**src/rtl/muldiv_seq.sv**
```systemverilog
// muldiv_seq: multi-cycle MULT/MULTU/DIV/DIVU sequencer.
// It runs radix-2 shift-add multiply or restoring divide, one bit per cycle.
// While an op is in flight it stalls the PC. When the result is ready it
// pulses hilo_we for one cycle.
module muldiv_seq #(
  parameter int WIDTH = 32
) (
  input  logic             clock,
  input  logic             reset,
  input  logic             op_valid,
  input  logic             op_div,
  input  logic             op_sign,
  input  logic [WIDTH-1:0] op_a,
  input  logic [WIDTH-1:0] op_b,
  input  logic             flush,
  output logic             stall,
  output logic             busy,
  output logic             hilo_we,
  output logic [WIDTH-1:0] hi_out,
  output logic [WIDTH-1:0] lo_out,
  output logic             div_zero
);

  localparam int CW = (WIDTH > 1) ? $clog2(WIDTH) : 1;

  typedef enum logic [2:0] {IDLE, PREP, RUN, FIX, DONE} state_t;

  typedef struct packed {
    logic             div;
    logic             sign;
    logic [WIDTH-1:0] a;
    logic [WIDTH-1:0] b;
  } op_t;

  state_t             st, st_nx;
  op_t                op_q;
  logic [CW-1:0]      cnt;
  logic [WIDTH-1:0]   ma, mb;       // operand magnitudes
  logic               sgn_a, sgn_x; // dividend sign, result sign
  logic [2*WIDTH-1:0] acc;          // mul: {hi, multiplier}; div: {rem, dividend/quotient}

  logic [WIDTH-1:0]   abs_a, abs_b;
  logic [WIDTH:0]     mul_sum;
  logic [WIDTH+1:0]   div_diff;
  logic [2*WIDTH-1:0] acc_nx;
  logic [2*WIDTH-1:0] prod_fix;
  logic [WIDTH-1:0]   q_fix, r_fix;

  // Magnitudes of the latched operands (identity for unsigned ops)
  always_comb begin
    abs_a = (op_q.sign && op_q.a[WIDTH-1]) ? -op_q.a : op_q.a;
    abs_b = (op_q.sign && op_q.b[WIDTH-1]) ? -op_q.b : op_q.b;
  end

  // One iteration step.
  // mul: add-then-shift-right.
  // div: shift-left, trial subtract, restore on borrow.
  always_comb begin
    mul_sum  = {1'b0, acc[2*WIDTH-1:WIDTH]} + (acc[0] ? {1'b0, ma} : '0);
    div_diff = {1'b0, acc[2*WIDTH-1:WIDTH], acc[WIDTH-1]} - {2'b00, mb};
    if (op_q.div) begin
      if (!div_diff[WIDTH+1])
        acc_nx = {div_diff[WIDTH-1:0], acc[WIDTH-2:0], 1'b1};
      else
        acc_nx = {acc[2*WIDTH-2:0], 1'b0};
    end else begin
      acc_nx = {mul_sum, acc[WIDTH-1:1]};
    end
  end

  // Sign fix-up of the unsigned result
  always_comb begin
    prod_fix = sgn_x ? -acc : acc;
    q_fix    = sgn_x ? -acc[WIDTH-1:0] : acc[WIDTH-1:0];
    r_fix    = sgn_a ? -acc[2*WIDTH-1:WIDTH] : acc[2*WIDTH-1:WIDTH];
  end

  // Next-state logic and handshake outputs; flush overrides everything
  always_comb begin
    st_nx   = st;
    stall   = 1'b0;
    busy    = 1'b1;
    hilo_we = 1'b0;
    case (st)
      IDLE: begin
        busy  = 1'b0;
        stall = op_valid;
        if (op_valid) st_nx = PREP;
      end
      PREP: begin
        stall = 1'b1;
        st_nx = RUN;
      end
      RUN: begin
        stall = 1'b1;
        if (cnt == CW'(WIDTH-1)) st_nx = FIX;
      end
      FIX: begin
        stall = 1'b1;
        st_nx = DONE;
      end
      DONE: begin
        hilo_we = ~flush;
        st_nx   = IDLE;
      end
      default: begin
        busy  = 1'b0;
        st_nx = IDLE;
      end
    endcase
    if (flush) st_nx = IDLE;
  end

  // State register
  always_ff @(posedge clock or negedge reset) begin
    if (!reset) st <= IDLE;
    else        st <= st_nx;
  end

  // Datapath: latch on accept, condition operands, iterate, publish result
  always_ff @(posedge clock or negedge reset) begin
    if (!reset) begin
      op_q     <= '0;
      cnt      <= '0;
      ma       <= '0;
      mb       <= '0;
      sgn_a    <= 1'b0;
      sgn_x    <= 1'b0;
      acc      <= '0;
      hi_out   <= '0;
      lo_out   <= '0;
      div_zero <= 1'b0;
    end else begin
      case (st)
        IDLE: if (op_valid && !flush) begin
          op_q     <= '{div: op_div, sign: op_sign, a: op_a, b: op_b};
          div_zero <= 1'b0;
        end
        PREP: begin
          ma    <= abs_a;
          mb    <= abs_b;
          sgn_a <= op_q.sign & op_q.a[WIDTH-1];
          sgn_x <= op_q.sign & (op_q.a[WIDTH-1] ^ op_q.b[WIDTH-1]);
          acc   <= op_q.div ? {{WIDTH{1'b0}}, abs_a} : {{WIDTH{1'b0}}, abs_b};
          cnt   <= '0;
        end
        RUN: begin
          acc <= acc_nx;
          cnt <= cnt + CW'(1);
        end
        FIX: if (!flush) begin
          if (op_q.div && op_q.b == '0) begin
            lo_out   <= '1;
            hi_out   <= op_q.a;
            div_zero <= 1'b1;
          end else if (op_q.div) begin
            lo_out <= q_fix;
            hi_out <= r_fix;
          end else begin
            lo_out <= prod_fix[WIDTH-1:0];
            hi_out <= prod_fix[2*WIDTH-1:WIDTH];
          end
        end
        default: ;
      endcase
    end
  end

endmodule

```
**config.mk**
```make
export PLATFORM = sky130hd
export DESIGN_NAME = muldiv_seq
export DESIGN_NICKNAME = d
export VERILOG_FILES = /design/src/rtl/muldiv_seq.sv
export SDC_FILE = /design/constraint.sdc
export NUM_CORES = 1
export LEC_CHECK = 0
export CORE_MARGIN = 5
export CORE_UTILIZATION = 60
export DETAILED_ROUTE_END_ITERATION = 10
export PLACE_DENSITY = 0.82
export RECOVER_POWER = 100
export SKIP_CTS_REPAIR_TIMING = 1
export SLEW_MARGIN = 10
export SYNTH_ARGS = -nofsm -noshare
export SYNTH_HDL_FRONTEND = slang
export SYNTH_SLANG_ARGS = --single-unit
```
**constraint.sdc**
```tcl
create_clock -name clock -period 10.5 [get_ports clock]
set_clock_uncertainty 0.2 [all_clocks]
set_input_delay 2.1 -clock clock [delete_from_list [all_inputs] [get_ports clock]]
set_output_delay 2.1 -clock clock [all_outputs]
set_load 0.01 [all_outputs]
```
## Word-level counts from Yosys, hierarchy flattened

Index checks and enable logic that the tools add are counted.

- Register bits after elaboration: 269
- Input port bits: 70
- Output and inout bits: 68
- Word-level logic and storage cells: 77

- Add/sub/neg operators: 8
- Eq/ne operators: 10
- Mux-type cells: 26
- Bitwise gates (word level): 4
- Reductions and logical operators: 15

Operators with widths:

| cell | count |
|---|---|
| two-way mux 32 bit | 10 |
| two-way mux 64 bit | 3 |
| negation 32 bit | 4 |
| one-hot mux 64 bit (2 select lines) | 1 |
| negation 64 bit | 1 |
| subtractor 33 x 32 -> 34 bit | 1 |
| adder 32 x 32 -> 33 bit | 1 |
| zero test 32 bit | 1 |
| one-hot mux 3 bit (4 select lines) | 1 |
| one-hot mux 5 bit (2 select lines) | 1 |
| two-way mux 3 bit | 3 |
| == test 3 x 2 -> 1 bit, second input constant | 2 |
| != test 2 bit, second input constant | 3 |
| != test 3 bit, second input constant | 2 |
| AND reduction 2 bit | 3 |
| adder 5 x 1 -> 5 bit, second input constant | 1 |
| == test 5 bit, second input constant | 1 |
| two-way mux 1 bit | 5 |
| logical AND 1 bit | 4 |
| one-hot mux 1 bit (2 select lines) | 2 |
| AND reduction 4 bit | 1 |
| nonzero test 2 bit | 2 |
| OR reduction 4 bit | 1 |
| == test 3 x 1 -> 1 bit, second input constant | 1 |
| other kinds (7) | 8 |

## Depth between registers and ports, before layout

Gate-level depths: netlist (run 1).

- Depth after elaboration: 5
- Depth in mapped cells: 16
- Gate-level depth less buffers: 14

## Least setup slack after synthesis (run 1)

OpenSTA, ideal clock, no wires.

- Kind: input to output
- From: input port flush
- To: output port hilo_we
- Arrival: 2538 ps
- Required time: 8200 ps
- Slack: 5662 ps
- Cell stages on the path: 1
- Path buffers: 0
- Cell sequence: nor4b_1

- Word-level cells in the longest chain between the ends: 2

RTL lines:

| item | RTL line | text |
|---|---|---|
| start: declaration | 15 | `input logic flush,` |
| inverter 1 bit (no line) | n/a |  |
| two-way mux 1 bit | 84 | `case (st)` |
| end: declaration | 18 | `output logic hilo_we,` |

No other way between the ends.

## Worst setup path in the final report (run 1)

- From: input port flush
- To: register hi_out[31]

- Word-level cells in the longest chain between the ends: 2

RTL lines:

| item | RTL line | text |
|---|---|---|
| inverter 1 bit (no line) | n/a |  |
| AND reduction 2 bit (no line) | n/a |  |
| end signal: assignment | 154 | `hi_out <= op_q.a;` |
| end signal: assignment | 158 | `hi_out <= r_fix;` |
| end signal: assignment | 161 | `hi_out <= prod_fix[2*WIDTH-1:WIDTH];` |
| end: declaration | 19 | `output logic [WIDTH-1:0] hi_out,` |

No other way between the ends.
A chain may end at the register's enable or synchronous reset.

==> results.sh, run 1 <==
export IMPL_nets=2259
export IMPL_slew_violations=582
export IMPL_syn_to_final_growth_pct=14.2
export IMPL_hp_start="ma[15]$_DFFE_PN0P_"
export IMPL_std_cell_rows=63
export IMPL_cts_clk_slew_worst_paths_ps=60
export IMPL_vias=16203
export IMPL_clk_path_buf_depth=3
export IMPL_clk_latency_ps=580
export IMPL_synth_top_cell_area_share=0.377
export IMPL_portBuffers=137
export IMPL_synth_edf_count=0
export IMPL_grt_pass1_vias=16042
export IMPL_yosys_warnings=0
export IMPL_grt_overflow_total=0
export IMPL_status="complete, but fails checks"
export IMPL_cp_end_kind="flop"
export IMPL_synthCells=2053
export IMPL_grt_pass1_wl_microns=88000
export IMPL_finalHoldViolations=0
export IMPL_drt_pre_antenna_iters=6
export IMPL_boundaryPins=138
export IMPL_cts_buffers=30
export IMPL_violations="max-capacitance violations, max-slew violations"
export IMPL_antenna_left=0
export IMPL_finalCriticalPeriod_ps=7010
export IMPL_clock_sinks=269
export IMPL_ys_flop_type="dfrtp_1"
export IMPL_via_per_inst=6.40
export IMPL_crit_path_start_kind="input pin"
export IMPL_drt_iter0_markers=1585
export IMPL_cp_required_ps=10760
export IMPL_crit_arrival_ps=7270
export IMPL_drt_wl_total_microns=56300
export IMPL_grt_max_degree=145
export IMPL_worst_setup_path_type="input pin to flop"
export IMPL_die_x_microns=183
export IMPL_htreeDepth=1
export IMPL_drc_errors=0
export IMPL_timing_hold_ws_ps=273
export IMPL_crit_path_max_fanout=84
export IMPL_avgSynthCellArea_sq_um=8.71
export IMPL_reg2regPathDepth=4
export IMPL_rsz0062_at_grt="false"
export IMPL_fin_setup_tns_ps=0
export IMPL_total_power_mw=6.62
export IMPL_synthTopCellsByArea="dfrtp_1 38%, o21ai_0 5.3%, xnor2_1 5.1%, nand2_1 5.1%, ha_1 4.9%"
export IMPL_die_h_microns=183
export IMPL_synth_cell_types=75
export IMPL_worstPathCellList="dlygate4sd3_1 > nor2_1 > nand3_1 > clkinv_1 > clkbuf_1 > and3_1 > a21oi_1 > o21ai_0"
export IMPL_final_core_util=0.691
export IMPL_n_fill_cell=2400
export IMPL_syn_nets=2195
export IMPL_fmax_mhz=143
export IMPL_routabilityCongestion=0.976
export IMPL_power_density_nw_per_um2=324
export IMPL_cts_root_buffer="clkbuf_16"
export IMPL_cpMaxStageDelayCell="clkbuf_1"
export IMPL_critPathMaxStageDelay_ps=2410
export IMPL_antenna_found_initial=0
export IMPL_hpwl_microns=40800
export IMPL_ir_drop_mv=0.200
export IMPL_wl_per_cell_microns=22.2
export IMPL_dieArea_sq_um=33300
export IMPL_maxCapViolations=8
export IMPL_cts_tree="done"
export IMPL_core_area_sq_um=29600
export IMPL_p_leak_nw=8.96
export IMPL_setup_viol=0
export IMPL_crit_path_end="hi_out[31]$_DFFE_PN0P_"
export IMPL_final_area_sq_um=20400
export IMPL_reg2reg_from="st[1]$_DFFE_PN0P_"
export IMPL_cp_startpoint="flush"
export IMPL_synth_top_cell_by_area="dfrtp_1"
export IMPL_period_share=0.668
export IMPL_grt_usage=0.329
export IMPL_ff2ff_setup_slack_ps=4840
export IMPL_hp_class="flop to flop"
export IMPL_drive_above_1_share=0.0719
export IMPL_ys_async_sr_fraction=1.00
export IMPL_slew_headroom=-1.87
export IMPL_r2r_end="acc[1]$_DFFE_PN0N_"
export IMPL_start_util=0.605
export IMPL_worst_pin_slew_ps=4310
export IMPL_place_area_sq_um=19500
export IMPL_ys_seq_area_frac=0.377
export IMPL_hold_depth=2
export IMPL_synth_seq_cells=269
export IMPL_synthesis_area_sq_um=17900
worst min-delay path by stage:
stage | endpoint | slack (ps)
6_report | ma[15]$_DFFE_PN0P_ | 270
5_1_grt | mb[16]$_DFFE_PN0P_ | 300
4_1_cts | ma[15]$_DFFE_PN0P_ | 280
3_5_place_dp | ma[15]$_DFFE_PN0P_ | 260
3_3_place_gp | ma[27]$_DFFE_PN0P_ | 260
2_1_floorplan | ma[31]$_DFFE_PN0P_ | 240
logic make-up after synthesis:
| group | Yosys count | share of synthesized area |
|---|---|---|
| and+or+nand+nor | 654 | 0.171 |
| AOI/OAI and AO/OA | 567 | 0.196 |
| DFF | 269 | 0.377 |
| buffers and inverters | 184 | 0.0391 |
| xor gates and xnor gates | 171 | 0.0838 |
| muxes | 136 | 0.0818 |
| adders and majority gates | 72 | 0.0512 |
layout make-up:
type,count,area (sq um),area share
multi-input combinational,1600,10400,0.511
inverter,63,236,0.0116
tap,390,488,0.0239
sequential,269,6740,0.330
timing repair buffer,153,1480,0.0723
clock inverter,9,134,0.00656
clock buffer,47,905,0.0443
antenna,1,2.50,0.000123
registers in the layout, indices dropped and copies added, names as in the netlist:
register	count
acc	64
cnt	5
div_zero	1
hi_out	32
lo_out	32
ma	32
mb	32
op_q	66
sgn_a	1
sgn_x	1
st	3
worst max-delay path: cells and delay by family:
kind                   cells  cell delay, ps
AOI/OAI and AO/OA          2             210
buffers and inverters      3            3280
and+or+nand+nor            3            1670
metal layers:
layer | GRT usage | share of wire | vias up
met5 | 0 | 0 | -
met4 | 0.142 | 0.050 | 0
met3 | 0.0407 | 0.066 | 154
met2 | 0.544 | 0.48 | 715
met1 | 0.436 | 0.41 | 7856
li1 | - | - | 7478
cells in the mapped netlist, drive strengths merged (13+ instances only):
library cell    n
nand3          49
o31ai          18
a221o          23
nor2          155
mux2           71
mux2i          64
a21oi         143
a31oi          44
nor4           25
ha             70
a21o           28
and2           40
buf            14
or3            13
dfrtp         269
nor3           35
o21ai         189
nand2         243
clkbuf        107
xnor2         105
o211ai         23
inv            63
and3           26
xor2           66
per-stage QoR:
step | setup WS (ps) | cells
2_1_floorplan | 5660 | 2053
3_3_place_gp | 4810 | 2475
3_5_place_dp | 4740 | 2475
4_1_cts | 4730 | 2531
5_1_grt | 2740 | 2531
6_report | 3490 | 2532
layout by cell type, fill, tap and decap left out, drive strengths merged, types with 11 or more instances in the layout:
master           n
xnor2          105
nand3           49
a221o           23
a22oi           12
clkdlybuf4s50   67
nor4            25
o21a            12
a211oi          11
o21ai          189
and2            40
buf             11
nor2           155
o211ai          23
o31ai           18
inv             62
mux2i           64
a21oi          143
dfrtp          269
nor3            35
o21bai          12
ha              70
or3             13
mux2            71
nand2b          12
dlygate4sd3     69
clkbuf          53
and3            26
nand2          243
a21o            28
a31oi           44
xor2            66
power by group:
part	switching [mW]	total [mW]	internal [mW]
clock network	0.445	1.11	0.662
registers	0.569	2.01	1.44
logic	1.99	3.50	1.51
total	3.01	6.62	3.62
Note: power is estimated with default switching activity, not from simulation.
==> run 2, diff against run 1 <==
==> constraint.sdc (replaced) <==
create_clock -name clock -period 7.2 [get_ports clock]
set_clock_uncertainty 0.2 [all_clocks]
set_input_delay 1.44 -clock clock [delete_from_list [all_inputs] [get_ports clock]]
set_output_delay 1.44 -clock clock [all_outputs]
set_load 0.01 [all_outputs]
==> run 2 against run 1 <==
  * The run still ends with max-capacitance violations, max-slew violations left
  * Clock power increased by 41%
  * Via count increased by 1.7%
  * Sequential cell count unchanged
  * Non-clock buffer count decreased by 1
  * Final cell count unchanged
  * Worst hold slack improved by 3.5 ps
  * Cell area decreased by 0.23%
  * Largest cell class unchanged
  * Largest power group unchanged
  * Highest routed layer unchanged
==> results.sh, run 2 (same netlist as run 1, synthesis figures left out) <==
export IMPL_drc_errors=0
export IMPL_hp_class="flop to flop"
export IMPL_finalHoldViolations=0
export IMPL_worstPathCellList="dlygate4sd3_1 > nor2_1 > nand3_1 > mux2_2"
export IMPL_pwr_share_seq=0.306
export IMPL_dieArea_sq_um=33300
export IMPL_routabilityCongestion=1.00
export IMPL_die_x_microns=183
export IMPL_clkPwrFrac=0.161
export IMPL_top_regs="op_q (66), acc (64)"
export IMPL_std_cell_rows=63
export IMPL_swShare=0.463
export IMPL_antenna_found_initial=0
export IMPL_clk_path_buf_depth=3
export IMPL_setup_viol=0
export IMPL_switchingPower_mw=4.47
export IMPL_boundaryPins=138
export IMPL_ff2ff_setup_slack_ps=1920
export IMPL_cts_root_buffer="clkbuf_16"
export IMPL_cts_buffers=31
export IMPL_portBuffers=137
export IMPL_grt_pass1_wl_microns=88900
export IMPL_grt_max_degree=144
export IMPL_slew_violations=582
export IMPL_n_fill_cell=2406
export IMPL_largest_reg_flops=66
export IMPL_core_area_sq_um=29600
export IMPL_die_h_microns=183
export IMPL_fmax_mhz=185
export IMPL_power_density_nw_per_um2=474
export IMPL_grt_usage=0.333
export IMPL_crit_path_start_kind="input pin"
export IMPL_htreeDepth=1
export IMPL_start_util=0.605
export IMPL_rsz0062_at_grt="false"
export IMPL_wl_per_cell_microns=22.4
export IMPL_nets=2259
export IMPL_total_power_mw=9.66
export IMPL_syn_to_final_growth_pct=14.0
export IMPL_cpMaxStageDelayCell="nand3_1"
export IMPL_cp_required_ps=7440
export IMPL_maxCapViolations=9
export IMPL_slew_headroom=-1.19
export IMPL_violations="max-capacitance violations, max-slew violations"
export IMPL_worst_path_buf_inv=1
export IMPL_crit_arrival_ps=5650
export IMPL_period_share=0.751
export IMPL_clk_latency_ps=590
export IMPL_drt_wl_total_microns=56600
export IMPL_hpwl_microns=41000
export IMPL_cts_tree="done"
export IMPL_via_per_inst=6.51
export IMPL_cp_end_kind="flop"
export IMPL_grt_pass1_vias=16094
export IMPL_vias=16474
export IMPL_finalCriticalPeriod_ps=5410
export IMPL_grt_overflow_total=0
export IMPL_largest_register="op_q"
export IMPL_final_cell_mix="268 x dfrtp_1, 243 x nand2_1, 189 x o21ai_0"
export IMPL_clock_sinks=269
export IMPL_antennaDiodeCount=0
export IMPL_critPathMaxStageDelay_ps=2180
export IMPL_worst_pin_slew_ps=3280
export IMPL_ir_drop_mv=0.244
export IMPL_crit_path_max_fanout=67
export IMPL_drt_iter0_markers=1737
export IMPL_final_core_util=0.689
export IMPL_p_int_mw=5.19
export IMPL_p_leak_nw=8.93
export IMPL_drt_pre_antenna_iters=8
export IMPL_cts_clk_slew_worst_paths_ps=60
export IMPL_combPwrFrac=0.533
export IMPL_antenna_left=0
export IMPL_final_common_cell="dfrtp_1"
export IMPL_drive_above_1_share=0.0719
export IMPL_worst_setup_path_type="input pin to flop"
export IMPL_crit_family="simple AND/OR/NAND/NOR gates"
export IMPL_status="complete, but fails checks"
export IMPL_fin_setup_tns_ps=0
[run 2: cell types whose count changed in the layout (fill, tap and decap cells not counted), sizes merged]
cell | before | now
bufinv | 3 | 1
clkbuf | 53 | 51
clkinv | 6 | 5
clkinvlp | 1 | 5
diode | 1 | 0
inv | 62 | 64
[run 2: worst reg2reg max path, cell delays in order (launching register included)]
cell,delay [ps]
dfrtp_1,480
nor3b_1,180
clkbuf_1,850
nor2_4,350
clkbuf_1,2220
nand2_1,340
and3_1,330
a221oi_1,230
[run 2: final cells by class]
class,count,area [sq um],share of cell area
Timing Repair Buffer,152,1480,0.0726
Clock inverter,12,116,0.00571
Tap cell,390,488,0.0240
Sequential cell,269,6740,0.331
Clock buffer,46,882,0.0433
Inverter,63,236,0.0116
Multi-Input combinational cell,1600,10400,0.512
[run 2: stage by stage]
step / setup WS [ps] / cells / hold slack, ps / instance area (sq um)
6_report: 1790 / 2532 / 277 / 20400
5_1_grt: 1450 / 2532 / 299 / 20400
4_1_cts: 2610 / 2532 / 278 / 20400
3_5_place_dp: 2690 / 2474 / 264 / 19400
3_3_place_gp: 2800 / 2474 / 258 / 19400
2_1_floorplan: 3200 / 2053 / 238 / 17900
[run 2: path summary, 6_finish.rpt]
check,startpoint,to,depth (start not counted)
max,flush,op_q[25]$_DFFE_PN0P_,4
min,ma[4]$_DFFE_PN0P_,ma[4]$_DFFE_PN0P_,2
max reg2reg,st[0]$_DFFE_PN0P_,acc[62]$_DFFE_PN0N_,7
min reg2reg,ma[4]$_DFFE_PN0P_,ma[4]$_DFFE_PN0P_,2
max in group asynchronous,reset,op_q[65]$_DFFE_PN0P_,2
min in group asynchronous,reset,op_q[60]$_DFFE_PN0P_,1
[run 2: power groups by stage]
stage / Sequential, mW / Clock [mW] / Combinational [mW]
after floorplan: 2.63 / 0 / 3.66
final: 2.95 / 1.56 / 5.15
after global placement: 2.92 / 0 / 4.95
after detailed placement: 2.95 / 0 / 5.08
after CTS: 2.93 / 1.57 / 5.13
after global routing: 3.02 / 1.63 / 5.61
[run 2: layer usage]
layer | track usage | wire (microns) | up-vias
met5 | 0 | 0 | -
met4 | 0.160 | 3480 | 0
met3 | 0.0502 | 4720 | 183
met2 | 0.538 | 26000 | 865
met1 | 0.441 | 22400 | 7956
li1 | - | - | 7470
==> run 3, diff against run 2 <==
==> constraint.sdc (replaced) <==
create_clock -name clock -period 5.25 [get_ports clock]
set_clock_uncertainty 0.2 [all_clocks]
set_input_delay 1.05 -clock clock [delete_from_list [all_inputs] [get_ports clock]]
set_output_delay 1.05 -clock clock [all_outputs]
set_load 0.01 [all_outputs]
==> run 3 against run 2 <==
  * Routed wire length rose by 5.1%
  * Largest cell class unchanged
  * Cell area up 1.2%
  * Global-route usage rose by 1.8 points
  * Die area stayed put
  * Core utilization up 0.80 points
  * Non-clock buffer count increased by 9
  * Power up 42%
  * The run still ends with max-capacitance violations, max-slew violations left
  * Largest power group unchanged
==> results.sh, run 3 (same netlist as run 1, synthesis figures left out) <==
export IMPL_status="complete, but fails checks"
export IMPL_violations="max-capacitance violations, max-slew violations"
export IMPL_hpwl_microns=43400
export IMPL_antenna_left=0
export IMPL_drive_above_1_share=0.0799
export IMPL_r2r_end="hi_out[7]$_DFFE_PN0P_"
export IMPL_drt_wl_total_microns=59500
export IMPL_core_area_sq_um=29600
export IMPL_via_per_inst=6.45
export IMPL_worst_setup_path_type="flop to flop"
export IMPL_crit_family="simple AND/OR/NAND/NOR gates"
export IMPL_largest_register="op_q"
export IMPL_drc_errors=0
export IMPL_cts_tree="done"
export IMPL_seqCellArea_sq_um=6740
export IMPL_clk_path_buf_depth=3
export IMPL_final_cell_mix="268 x dfrtp_1, 243 x nand2_1, 189 x o21ai_0"
export IMPL_period_share=0.874
export IMPL_cp_startpoint="op_q[3]$_DFFE_PN0P_"
export IMPL_wl_per_cell_microns=23.4
export IMPL_hp_class="flop to flop"
export IMPL_fin_setup_tns_ps=0
export IMPL_p_leak_nw=9.07
export IMPL_htreeDepth=2
export IMPL_cpMaxStageDelayCell="clkbuf_1"
export IMPL_slew_violations=387
export IMPL_worstSetupPathDepth=9
export IMPL_maxCapViolations=6
export IMPL_antennaDiodeCount=0
export IMPL_worstPathCellList="nor4_1 > nand3b_1 > nor4_1 > and3_1 > and4b_1 > clkbuf_1 > nor2_1 > a21oi_1 > o21ai_0"
export IMPL_grt_pass1_vias=16393
export IMPL_slew_headroom=-1.01
export IMPL_crit_arrival_ps=4770
export IMPL_power_density_nw_per_um2=664
export IMPL_grt_max_degree=109
export IMPL_grt_overflow_total=0
export IMPL_crit_path_end="hi_out[7]$_DFFE_PN0P_"
export IMPL_final_common_cell="dfrtp_1"
export IMPL_syn_to_final_growth_pct=15.3
export IMPL_cp_end_kind="flop"
export IMPL_cts_buffers=34
export IMPL_nets=2271
export IMPL_boundaryPins=138
export IMPL_ir_drop_mv=0.388
export IMPL_clock_sinks=269
export IMPL_antenna_found_initial=0
export IMPL_crit_path_start_kind="flop"
export IMPL_portBuffers=137
export IMPL_die_x_microns=183
export IMPL_std_cell_rows=63
export IMPL_die_h_microns=183
export IMPL_drt_pre_antenna_iters=5
export IMPL_worst_path_most_repeated_cell="nor4_1"
export IMPL_worst_path_buf_inv=1
export IMPL_rsz0062_at_grt="false"
export IMPL_top_regs="op_q (66), acc (64)"
export IMPL_cp_required_ps=5440
export IMPL_reg2regPathDepth=9
export IMPL_reg2reg_from="op_q[3]$_DFFE_PN0P_"
export IMPL_n_fill_cell=2343
export IMPL_largest_reg_flops=66
export IMPL_start_util=0.605
export IMPL_clk_latency_ps=520
export IMPL_vias=16403
export IMPL_multi_input_area_sq_um=10500
export IMPL_crit_path_max_fanout=35
export IMPL_finalHoldViolations=0
export IMPL_setup_viol=0
export IMPL_ff2ff_setup_slack_ps=660
export IMPL_cts_clk_slew_worst_paths_ps=60
export IMPL_total_power_mw=13.7
export IMPL_dieArea_sq_um=33300
export IMPL_drt_iter0_markers=1645
export IMPL_worst_pin_slew_ps=3020
export IMPL_grt_pass1_wl_microns=92600
export IMPL_routabilityCongestion=0.972
export IMPL_cts_root_buffer="clkbuf_16"
export IMPL_critPathMaxStageDelay_ps=1320
export IMPL_finalCriticalPeriod_ps=4590
export IMPL_grt_usage=0.351
export IMPL_fmax_mhz=218
==> run 3: changes by cell type in the layout (fill, tap and decap cells not counted), sizes merged <==
| cell | change |
|---|---|
| clkbuf | +6 |
| bufinv | +4 |
| clkinvlp | -4 |
| clkinv | +5 |
| inv | +1 |
==> run 3: worst reg2reg max path, stage by stage (launching register included) <==
cell and delay (ps):
dfrtp_1 440, nor4_1 450, nand3b_1 180, nor4_1 560, and3_1 470, and4b_1 250
clkbuf_1 1320, nor2_1 220, a21oi_1 270, o21ai_0 110
==> run 3: where the power goes <==
group	internal, mW	total (mW)	leakage (nW)	switching (mW)
Sequential	2.89	4.02	3.36	1.13
Clock	1.52	2.48	0.582	0.958
Combinational	3.02	7.18	5.13	4.16
==> run 3: cell type report <==
class / instances / share of cell area
clock buffers: 43 / 0.0454
repair buffers: 161 / 0.0732
clock inverters: 18 / 0.0120
inverters: 63 / 0.0115
multi-input cells: 1600 / 0.507
well taps: 390 / 0.0237
flip-flops and latches: 269 / 0.327
==> run 3: stage by stage <==
stage / hold slack (ps) / utilization / cells / area (sq um) / setup slack (ps)
final: 274 / 0.697 / 2544 / 20600 / 660
after floorplan: 238 / - / 2053 / 17900 / 1250
after global routing: 302 / 0.697 / 2544 / 20600 / 344
after CTS: 277 / 0.700 / 2544 / 20700 / 965
after detailed placement: 264 / 0.660 / 2483 / 19500 / 975
after global placement: 257 / 0.660 / 2483 / 19500 / 1100
==> run 3: how the worst min path moves through the flow <==
stage,slack [ps],to,start,cells after the start
2_1_floorplan,240,ma[31]$_DFFE_PN0P_,ma[31]$_DFFE_PN0P_,2
3_3_place_gp,260,ma[2]$_DFFE_PN0P_,ma[2]$_DFFE_PN0P_,2
3_5_place_dp,260,ma[24]$_DFFE_PN0P_,ma[24]$_DFFE_PN0P_,2
4_1_cts,280,ma[18]$_DFFE_PN0P_,ma[18]$_DFFE_PN0P_,2
5_1_grt,300,ma[3]$_DFFE_PN0P_,ma[3]$_DFFE_PN0P_,2
6_report,270,ma[18]$_DFFE_PN0P_,ma[18]$_DFFE_PN0P_,2
==> run 3: layer usage <==
layer	global-route usage	part of all wire
met1	0.452	0.40
met2	0.569	0.47
met3	0.0538	0.072
met4	0.191	0.066
met5	0	0
